### src/rtl/uart_tx_framer.sv
`default_nettype none
// ============================================================================
// Module      : uart_tx_framer
// Description : UART transmitter. One-word holding register feeding a shift
//               register that emits start/data/parity/stop, one bit per clock.
// Revision    : 1.0 - initial release
// ============================================================================
module uart_tx_framer #(
  parameter int P_UART_DATA_WIDTH = 8,
  parameter int P_UART_STOP_WIDTH = 1,
  parameter int P_UART_CHECK      = 0
) (
  input  logic                         i_u_clk,
  input  logic                         i_u_rst_n,
  input  logic [P_UART_DATA_WIDTH-1:0] i_uart_tx_data,
  input  logic                         i_uart_tx_valid,
  output logic                         o_uart_tx_ready,
  output logic                         o_uart_tx,
  output logic                         o_uart_tx_busy
);

  localparam logic [3:0] c_last_data = 4'(P_UART_DATA_WIDTH - 1);
  localparam logic [3:0] c_last_stop = 4'(P_UART_STOP_WIDTH - 1);

  if (P_UART_DATA_WIDTH < 5 || P_UART_DATA_WIDTH > 8) begin : g_bad_data_width
    $error("uart_tx_framer: P_UART_DATA_WIDTH must be 5..8");
  end
  if (P_UART_STOP_WIDTH < 1 || P_UART_STOP_WIDTH > 2) begin : g_bad_stop_width
    $error("uart_tx_framer: P_UART_STOP_WIDTH must be 1..2");
  end
  if (P_UART_CHECK < 0 || P_UART_CHECK > 2) begin : g_bad_check
    $error("uart_tx_framer: P_UART_CHECK must be 0, 1 or 2");
  end

  typedef enum logic [2:0] {
    S_IDLE   = 3'd0,
    S_START  = 3'd1,
    S_DATA   = 3'd2,
    S_PARITY = 3'd3,
    S_STOP   = 3'd4
  } state_t;

  state_t                         r_state;
  logic [P_UART_DATA_WIDTH-1:0]   r_hold_data;
  logic                           r_hold_full;
  logic [P_UART_DATA_WIDTH-1:0]   r_shift;
  logic [3:0]                     r_cnt;
  logic                           r_par;
  logic                           r_tx;
  logic                           r_busy;
  logic                           r_ready;
  logic                           w_accept;

  // r_ready always mirrors ~r_hold_full, so an accept can never hit a full holding register
  assign w_accept = i_uart_tx_valid & r_ready;

  // Each state's line value is registered on the edge that state is acted on,
  // so the start bit appears one edge after the load from the holding register.
  always_ff @(posedge i_u_clk or negedge i_u_rst_n) begin
    if (!i_u_rst_n) begin
      r_state     <= S_IDLE;
      r_hold_data <= '0;
      r_hold_full <= 1'b0;
      r_shift     <= '0;
      r_cnt       <= 4'd0;
      r_par       <= 1'b0;
      r_tx        <= 1'b1;
      r_busy      <= 1'b0;
      r_ready     <= 1'b1;
    end else begin
      if (w_accept) begin
        r_hold_data <= i_uart_tx_data;
        r_hold_full <= 1'b1;
        r_ready     <= 1'b0;
      end
      case (r_state)
        S_IDLE: begin
          r_tx   <= 1'b1;
          r_busy <= 1'b0;
          if (r_hold_full) begin
            r_shift     <= r_hold_data;
            r_hold_full <= 1'b0;
            r_ready     <= 1'b1;
            r_state     <= S_START;
          end
        end
        S_START: begin
          r_tx    <= 1'b0;
          r_busy  <= 1'b1;
          r_cnt   <= 4'd0;
          r_par   <= 1'b0;
          r_state <= S_DATA;
        end
        S_DATA: begin
          r_tx    <= r_shift[0];
          r_busy  <= 1'b1;
          r_shift <= r_shift >> 1;
          r_par   <= r_par ^ r_shift[0];
          if (r_cnt == c_last_data) begin
            r_cnt   <= 4'd0;
            r_state <= (P_UART_CHECK != 0) ? S_PARITY : S_STOP;
          end else begin
            r_cnt <= r_cnt + 4'd1;
          end
        end
        S_PARITY: begin
          r_tx    <= (P_UART_CHECK == 1) ? ~r_par : r_par;
          r_busy  <= 1'b1;
          r_state <= S_STOP;
        end
        S_STOP: begin
          r_tx   <= 1'b1;
          r_busy <= 1'b1;
          if (r_cnt == c_last_stop) begin
            r_cnt <= 4'd0;
            // Reload here so a queued word starts with no idle gap
            if (r_hold_full) begin
              r_shift     <= r_hold_data;
              r_hold_full <= 1'b0;
              r_ready     <= 1'b1;
              r_state     <= S_START;
            end else begin
              r_state <= S_IDLE;
            end
          end else begin
            r_cnt <= r_cnt + 4'd1;
          end
        end
        default: begin
          r_tx    <= 1'b1;
          r_busy  <= 1'b0;
          r_state <= S_IDLE;
        end
      endcase
    end
  end

  assign o_uart_tx       = r_tx;
  assign o_uart_tx_busy  = r_busy;
  assign o_uart_tx_ready = r_ready;

endmodule
`default_nettype wire

### config.mk
export PLATFORM = sky130hd
export DESIGN_NAME = uart_tx_framer
export DESIGN_NICKNAME = d
export VERILOG_FILES = /design/src/rtl/uart_tx_framer.sv
export SDC_FILE = /design/constraint.sdc
export NUM_CORES = 1
export LEC_CHECK = 0
export ABC_CLOCK_PERIOD_IN_PS = 1700
export BUFFER_PORTS_ARGS = -buffer_cell sky130_fd_sc_hd__clkbuf_2
export CORE_MARGIN = 8
export CORE_UTILIZATION = 51
export DETAILED_ROUTE_END_ITERATION = 8
export HOLD_SLACK_MARGIN = 0.06
export PLACE_DENSITY_LB_ADDON = 0.1
export SLEW_MARGIN = 20
export SYNTH_ARGS = -nofsm -noshare
export SYNTH_HDL_FRONTEND = slang
export SYNTH_SLANG_ARGS = --single-unit
### constraint.sdc
create_clock -name i_u_clk -period 1.7 [get_ports i_u_clk]
set_input_delay 0 -clock i_u_clk [delete_from_list [all_inputs] [get_ports i_u_clk]]
set_output_delay 0 -clock i_u_clk [all_outputs]
set_load 0.02 [all_outputs]
# Word level (Yosys, flattened, before mapping)

Cells that the tools add are included.

Add/sub/neg operators: 1
Eq/ne operators: 8
Muxes and demuxes: 22
Bitwise logic cells: 2
Reduce and logical (&&, ||, !) cells: 8

Operators with widths:

| cell                                           | number |
|---|---|
| case mux 8 bit (3 select lines)                | 1 |
| two-way mux 8 bit                              | 2 |
| case mux 3 bit (5 select lines)                | 1 |
| case mux 4 bit (3 select lines)                | 1 |
| two-way mux 3 bit                              | 3 |
| two-way mux 1 bit                              | 8 |
| two-way mux 4 bit                              | 2 |
| == test 3 x 2 -> 1 bit (second input constant) | 2 |
| inequality test 2 bit (second input constant)  | 3 |
| case mux 1 bit (2 select lines)                | 3 |
| nonzero test 3 bit                             | 2 |
| adder 4 x 1 -> 4 bit (second input constant)   | 1 |
| == test 4 x 3 -> 1 bit (second input constant) | 1 |
| logical NOT 4 bit                              | 1 |
| OR reduction 4 bit                             | 1 |
| == test 3 x 1 -> 1 bit (second input constant) | 1 |
| == test 3 bit (second input constant)          | 1 |
| logical NOT 3 bit                              | 1 |
| case mux 1 bit (3 select lines)                | 1 |
| AND reduction 3 bit                            | 1 |
| AND reduction 2 bit                            | 1 |
| nonzero test 2 bit                             | 1 |
| bitwise AND 1 bit                              | 1 |
| XOR 1 bit                                      | 1 |

Register bits after elaboration: 28
Input bits: 11
Output and inout bits: 3
Logic and storage cells: 50

# Longest topological paths before layout

Gate-level depths: netlist of run 1.

Depth in word-level cells: 5
Gate-level depth with buffers: 7
Mapped depth without buffers: 6

# Worst setup path before layout of run 1

OpenSTA, ideal clock, no wires.

Kind: flip-flop to flip-flop
Start: register r_cnt[0]
End: register r_shift[5]
Library setup time: 0.073 ns
Data arrival time: 1.654 ns
Setup slack: -0.027 ns
Cell stages (with the launch flop): 8
Buffers on the path: 1
Period minus slack after synthesis: 1.727 ns
Cell sequence: dfrtp_1 inv_1 ha_1 or3b_4 a221oi_4 buf_6 nor2_1 a21oi_2

Cells in the longest elaborated chain, start to end: 3

RTL lines:

| item                                   | RTL line | source |
|---|---|---|
| start: declaration                     | 47       | `logic [3:0] r_cnt;` |
| start signal: assignment               | 103      | `r_cnt <= r_cnt + 4'd1;` |
| start signal: assignment               | 126      | `r_cnt <= r_cnt + 4'd1;` |
| logical NOT 4 bit                      | 114      | `if (r_cnt == c_last_stop) begin` |
| inequality test 2 bit (no source line) | --       |  |
| AND reduction 2 bit (no source line)   | --       |  |
| end signal: assignment                 | 81       | `r_shift <= r_hold_data;` |
| end signal: assignment                 | 97       | `r_shift <= r_shift >> 1;` |
| end signal: assignment                 | 118      | `r_shift <= r_hold_data;` |
| end: declaration                       | 46       | `logic [P_UART_DATA_WIDTH-1:0] r_shift;` |

No other way between the ends.
A chain may end at the register's enable or synchronous reset.

# Worst setup path in the final report of run 1

Start: register r_cnt[1]
End: register r_shift[2]

The elaborated chain is that of the path after synthesis.

==> results.md, run 1 <==
- Status: complete, but fails checks
- Violated checks: negative setup slack
- Number of synthesized flops with an enable pin: 0
- RR Startpoint: r_cnt[1]
- Dpl cells: about 170
- Post-route insts no fill: 182
- RSZ-0062 raised after global routing: yes
- Critical Path RT: between 1.5 and 2 ns
- Core area: 2480 um^2
- Worst-case vdd ir drop: 0.497 mV
- Syn nets: between 100 and 150
- Die width: around 67 um
- Chip height: 67.1 um
- Final Hold Viols: 0
- Drc violations: 0
- Die area: about 4500 um^2
- Tot GR Track Use: 12.7%
- CTS H-tree lvls: 1
- Final #Nets: approximately 170
- Largest net degree at the start of global routing: 29
- Post-synthesis sequential area ratio: approximately 53%
- Crit. End Element: flip-flop
- Final setup violation count: 4
- Worst-Margin Slew: approximately 0.7 ns
- First-pass GRT wire length: between 4000 and 5000 um
- Final setup skew: 0.00268 ns
- Via count: between 900 and 1k
- Reg-to-Reg End: r_shift[2]
- Cts bufs inserted: 3
- Fraction of registers with async set/reset: 100%
- Io pins: 14
- Final ANT Viol Nets: 0
- Syn. warnings: 0
- Synth Register Bits: 28
- Critical path launch point: r_cnt[1]
- Post-Synthesis Cells: 120
- Root Driver: clkbuf_4
- Reg clk slew, reported paths: around 0.15 ns
- Area Overhead vs Synth: 22.7%
- WHS: around 0.22 ns
- Crit share post-route: 101%
- Slack of the critical path: -0.0211 ns
- Vias per cell: approximately 5.3
- Grt ovf: 0
- Critical path launch point type: flip-flop
- LEAKAGE: approximately 0.76 nW
- Routed wire length: around 2400 um
- Diode count: 0
- CTS tree: built
- Starting Density: a little over half
- Area occupied by multi-input gates: 568 um^2
- Postcts setup bufs: 0
- CTS max path bufs: 2
- Routability cong.: 0.801
- Initial antenna violation count: 0
- Crit Path Max Fanout: 16
- # Max-Cap Violations: 0
- Fill count: 210
- Share of layout cells above drive strength 1: between 20% and 30%
- Critical path class: flip-flop to flip-flop
- Mapped Avg Cell Area: 11.1 um^2
- CTS Sinks: 28
- Worst reg-to-reg path cell count: 7
- Ys flop type: dfrtp_1
- R2R setup slack: -0.02 ns
- Register area: between 700 and 800 um^2
- Vias in the first global route: 980
- Final Max Slew Viols: 0
- Final min period: roughly 1.7 ns
- Cell Pwr Density: about 630 nW/um^2
- DR iter-0 viols: 40
- Worst hold path type: input port to asynchronous set/reset pin
- Clk Latency, worst-skew pair: ~0.33 ns
- # port buffers: 13
- DRT Pass-1 Iters: 2
- FMAX: between 500 and 600 MHz
- Post-Syn Area: approximately 1300 um^2
- Wire per inst: 13.4 um
- Worst Path Arrival: 1.99 ns
- Max transition margin: a little over half
- HPWL after DPL: ~1700 um
- FP Rows: 18
- Synth unique cells: 33
-- stage by stage --
step	setup TNS, ns	setup WS [ns]	util (%)	instance area [um^2]	power [mW]
finish	-0.0527	-0.0211	66.0	1640	1.04
global route	-0.795	-0.126	66.0	1640	1.09
CTS	-0.141	-0.0464	66.0	1640	1.04
detailed placement	-0.0511	-0.0208	60.5	1500	0.704
global placement	0	0.0183	60.5	1500	0.703
floorplan	-0.0919	-0.0265	-	1330	0.680
-- layer usage --
layer / vias to the layer above / track usage, % / share of wire [%]
met1: 471 / 15.3 / 47
met2: 13 / 21.1 / 49
met3: 4 / 2.85 / 2.9
met5: - / 0 / 0
li1: 480 / - / -
met4: 0 / 5.74 / 1.5
-- how the worst max path moves through the flow --
stage | endpoint | slack (ns) | depth (start not counted)
floorplan | r_shift[5] | -0.03 | 7
global placement | r_shift[4] | 0.02 | 7
detailed placement | r_shift[4] | -0.02 | 7
CTS | r_shift[4] | -0.05 | 7
global route | r_shift[2] | -0.13 | 7
finish | r_shift[2] | -0.02 | 7
-- worst max-delay path, stage by stage, from the launching register on --
cell	delay, ns
dfrtp_1	0.42
inv_2	0.06
ha_1	0.12
or3b_4	0.40
a221oi_4	0.31
buf_12	0.18
nor2_1	0.05
a21oi_1	0.12
-- synthesized netlist by cell type (2+ instances only) --
library cell | count | share of area (%)
o21ai_0 | 7 | 2.6
mux2i_1 | 8 | 6.0
nor3_1 | 2 | 0.75
inv_1 | 8 | 2.3
dfstp_2 | 2 | 3.9
o21a_1 | 3 | 1.7
a21boi_0 | 2 | 1.1
a21o_1 | 2 | 1.1
and2_1 | 2 | 0.94
ha_1 | 2 | 1.9
nand2b_1 | 2 | 0.94
a21oi_2 | 2 | 1.3
xnor2_1 | 2 | 1.3
a21oi_1 | 10 | 3.8
dfrtp_1 | 26 | 49
nand2_1 | 4 | 1.1
clkbuf_1 | 3 | 0.85
mux2_2 | 8 | 6.8
nor3b_1 | 2 | 1.1
nor2_1 | 10 | 2.8
-- cells in the final DEF (no fill, tap or decap), types with 2 or more instances in the layout --
cell type      count
dfrtp_1           26
clkbuf_2          13
nor2_1            10
a21oi_1           10
dlygate4sd3_1     10
buf_4             10
mux2i_1            8
mux2_2             8
inv_1              7
o21ai_0            6
nand2_1            4
o21a_1             3
clkbuf_4           3
a21boi_0           2
and2_1             2
a21o_1             2
xnor2_1            2
nor3b_1            2
nand2b_1           2
a21oi_2            2
nor3_1             2
ha_1               2
dfstp_2            2
-- power by group --
part | internal [mW] | switching (mW)
Combinational | 0.0231 | 0.0182
Sequential | 0.667 | 0
Clock | 0.131 | 0.199
-- logic make-up (layout without fill, tap and decap cells) --
group	Yosys count	count (layout)	share of synthesized area, %
buf+inv	14	46	4.60
flops	28	28	52.8
compound gates	31	31	16.2
xor+xnor	2	2	1.31
fa+ha+maj	2	2	1.88
mux	16	16	12.8
simple gates	27	27	10.5
-- state kept, by name, indices dropped and copies added (netlist names) --
signal	cells
r_cnt	4
r_hold_full	1
r_shift	8
r_hold_data	8
o_uart_tx_busy	1
o_uart_tx_ready	1
r_par	1
r_state	3
o_uart_tx	1
-- layout make-up --
class                           instances  share of cell area [%]
Timing Repair Buffer                   34                    15.9
Tap cell                               30                    2.30
Sequential cell                        28                    43.0
Inverter                                8                    1.84
Clock buffer                            4                    2.22
Multi-Input combinational cell         78                    34.7
-- timing repair --
action                                  4_1_cts  5_1_grt
endpoints found under the hold margin        35        0
endpoints found under the setup margin        8        8
hold buffers                                 10        0
gates resized for setup                       1        1
Note: power is estimated with default switching activity, not from simulation.
==> run 2, diff against run 1 <==
--- a/config.mk
+++ b/config.mk
@@ -5,10 +5,10 @@
 export SDC_FILE = /design/constraint.sdc
 export NUM_CORES = 1
 export LEC_CHECK = 0
-export ABC_CLOCK_PERIOD_IN_PS = 1700
-export BUFFER_PORTS_ARGS = -buffer_cell sky130_fd_sc_hd__clkbuf_2
+export ABC_CLOCK_PERIOD_IN_PS = 2090
+export BUFFER_PORTS_ARGS = -buffer_cell sky130_fd_sc_hd__buf_2
 export CORE_MARGIN = 8
-export CORE_UTILIZATION = 51
+export CORE_UTILIZATION = 61
 export DETAILED_ROUTE_END_ITERATION = 8
 export HOLD_SLACK_MARGIN = 0.06
 export PLACE_DENSITY_LB_ADDON = 0.1
==> constraint.sdc (replaced) <==
create_clock -name i_u_clk -period 2.09 [get_ports i_u_clk]
set_input_delay 0 -clock i_u_clk [delete_from_list [all_inputs] [get_ports i_u_clk]]
set_output_delay 0 -clock i_u_clk [all_outputs]
set_load 0.02 [all_outputs]
==> run 2 against run 1 <==
Compared with the run above:
- the flow now finishes without violations
- cell count decreased by 4.9%
- sequential cell count unchanged
- clock-buffer cell count did not move
- setup slack improved by 0.25 ns
- non-clock buffer count is 7 lower
- core utilization rose by 7.0 points
- power down 20%
- critical path depth is the same
- largest power group unchanged
==> results.md, run 2 (synthesized netlist as in run 1, its figures left out) <==
- Routed wire length: about 2400 um
- HPWL after DPL: 1690 um
- Critical path class: flip-flop to flip-flop
- Drc violations: 0
- Final Max Slew Viols: 0
- Share of layout cells above drive strength 1: about a quarter
- Starting Density: around 62%
- First-pass GRT wire length: approximately 4400 um
- CTS max path bufs: 2
- CTS H-tree lvls: 1
- Area occupied by multi-input gates: 568 um^2
- Final #Nets: between 150 and 200
- Top Registers: r_hold_data (8), r_shift (8), r_cnt (4)
- Tot Pwr: roughly 830 uW
- Die width: roughly 63 um
- CTS Sinks: 28
- DP Area: roughly 1400 um^2
- Via count: a little over 900
- Post-route cell area: 1570 um^2
- Reg clk slew, reported paths: 0.14 ns
- Register area: 703 um^2
- Final setup skew: ~0.0073 ns
- Crit. End Element: flip-flop
- Vias in the first global route: about 1.0k
- CP max stage delay: 0.46 ns
- Worst Path Arrival: about 2.1 ns
- Crit share post-route: between 80 and 90%
- Routability cong.: a little under 0.9
- CP Buf/Inv Count: 2
- LEAKAGE: between 0.7 and 0.8 nW
- CTS tree: built
- Status: completed
- Tot GR Track Use: 13.7%
- Die area: 3940 um^2
- Wire per inst: 14.0 um
- Worst-Margin Slew: ~0.61 ns
- Initial antenna violation count: 0
- Final Hold Viols: 0
- Clk Latency, worst-skew pair: approximately 0.32 ns
- Critical path's top delay family: flip-flops
- Commonest non-fill, non-tap cell in the layout: dfrtp_1
- Max transition margin: 59.5%
- Critical Path RT: 2.34 ns
- Area Overhead vs Synth: 17.7%
- Most frequent cells in the layout: dfrtp_1 (26), buf_2 (13), nor2_1 (10), a21oi_1 (10), dlygate4sd3_1 (10)
- Vias per cell: 5.40
- Root Driver: clkbuf_4
- Critical path launch point type: flip-flop
- Cts bufs inserted: 3
- Worst hold path type: input port to asynchronous set/reset pin
- Diode count: 0
- CTS resizes: 0
- # Max-Cap Violations: 0
- Setup TNS: 0 ns
- FP Rows: 17
- Worst-case vdd ir drop: roughly 0.45 mV
- Grt ovf: 0
- Cell Pwr Density: around 530 nW/um^2
- FMAX: ~540 MHz
- Critical path cell sequence: inv_1, ha_1, or3b_4, a221oi_4, buf_4, nor2_1, a21oi_1
- Fill count: 160
- Largest net degree at the start of global routing: 29
- Io pins: 14
- Slowest cell on crit path: dfrtp_1
- Final setup violation count: 0
- DRT Pass-1 Iters: 3
- DR iter-0 viols: 25
- # port buffers: 13
- Chip height: ~63 um
- Final min period: roughly 1.9 ns
- RSZ-0062 raised after global routing: no
- Final ANT Viol Nets: 0
- Crit Path Max Fanout: 16
- Core area: between 2000 and 2500 um^2
## run 2: cell types whose count changed in the layout (fill, tap and decap cells not counted), sizes merged
cell,delta
clkbuf,-13
buf,+6
## run 2: final timing paths
check / to / slack, ns / from / cells past startpoint
max reg2reg: r_shift[2] / 0.23 / r_cnt[0] / 7
max in group asynchronous: r_shift[1] / 1.49 / i_u_rst_n / 2
min: r_hold_data[4] / 0.20 / i_u_rst_n / 2
min in group i_u_clk: r_hold_data[2] / 0.43 / i_uart_tx_data[2] / 3
min reg2reg: r_hold_full / 0.51 / r_hold_full / 1
max: r_shift[2] / 0.23 / r_cnt[0] / 7
## run 2: repair_timing
action                                 4_1_cts  5_1_grt
setup endpoints to repair                    0        0
hold buffers                                10        0
setup buffers                                0        0
endpoints found under the hold margin       37        0
## run 2: layout make-up
type / count / share of cell area, %
tap: 28 / 2.23
multi-input combinational: 78 / 36.2
clock buffer: 4 / 2.31
timing repair buffer: 27 / 12.5
inverter: 8 / 1.92
sequential: 28 / 44.9
## run 2: worst register-to-register path, stage by stage (launching register included)
cell,delay (ns)
dfrtp_1,0.46
inv_1,0.09
ha_1,0.15
or3b_4,0.41
a221oi_4,0.27
buf_4,0.24
nor2_1,0.06
a21oi_1,0.13
## run 2: power breakdown
part | switching (mW) | leakage [nW] | internal [mW] | total [mW]
logic | 0.0147 | 0.315 | 0.0188 | 0.0335
clock network | 0.150 | 0.0210 | 0.107 | 0.257
registers | 0 | 0.384 | 0.542 | 0.542
## run 2: routing by layer
layer / GRT usage (%) / share of wire [%] / vias to the layer above
met3: 3.23 / 2.2 / 4
li1: - / - / 468
met4: 5.70 / 1.4 / 0
met2: 24.8 / 54 / 10
met1: 14.8 / 42 / 452
met5: 0 / 0 / -
## run 2: metrics by stage
step	hold WS (ns)	cells	setup slack [ns]	util [%]
6_report	0.198	173	0.233	73.0
5_1_grt	0.272	173	0.145	73.0
4_1_cts	0.211	173	0.213	73.0
3_5_place_dp	0.0464	159	0.246	66.6
3_3_place_gp	0.0427	159	0.351	66.6
2_1_floorplan	-0.296	120	0.363	-
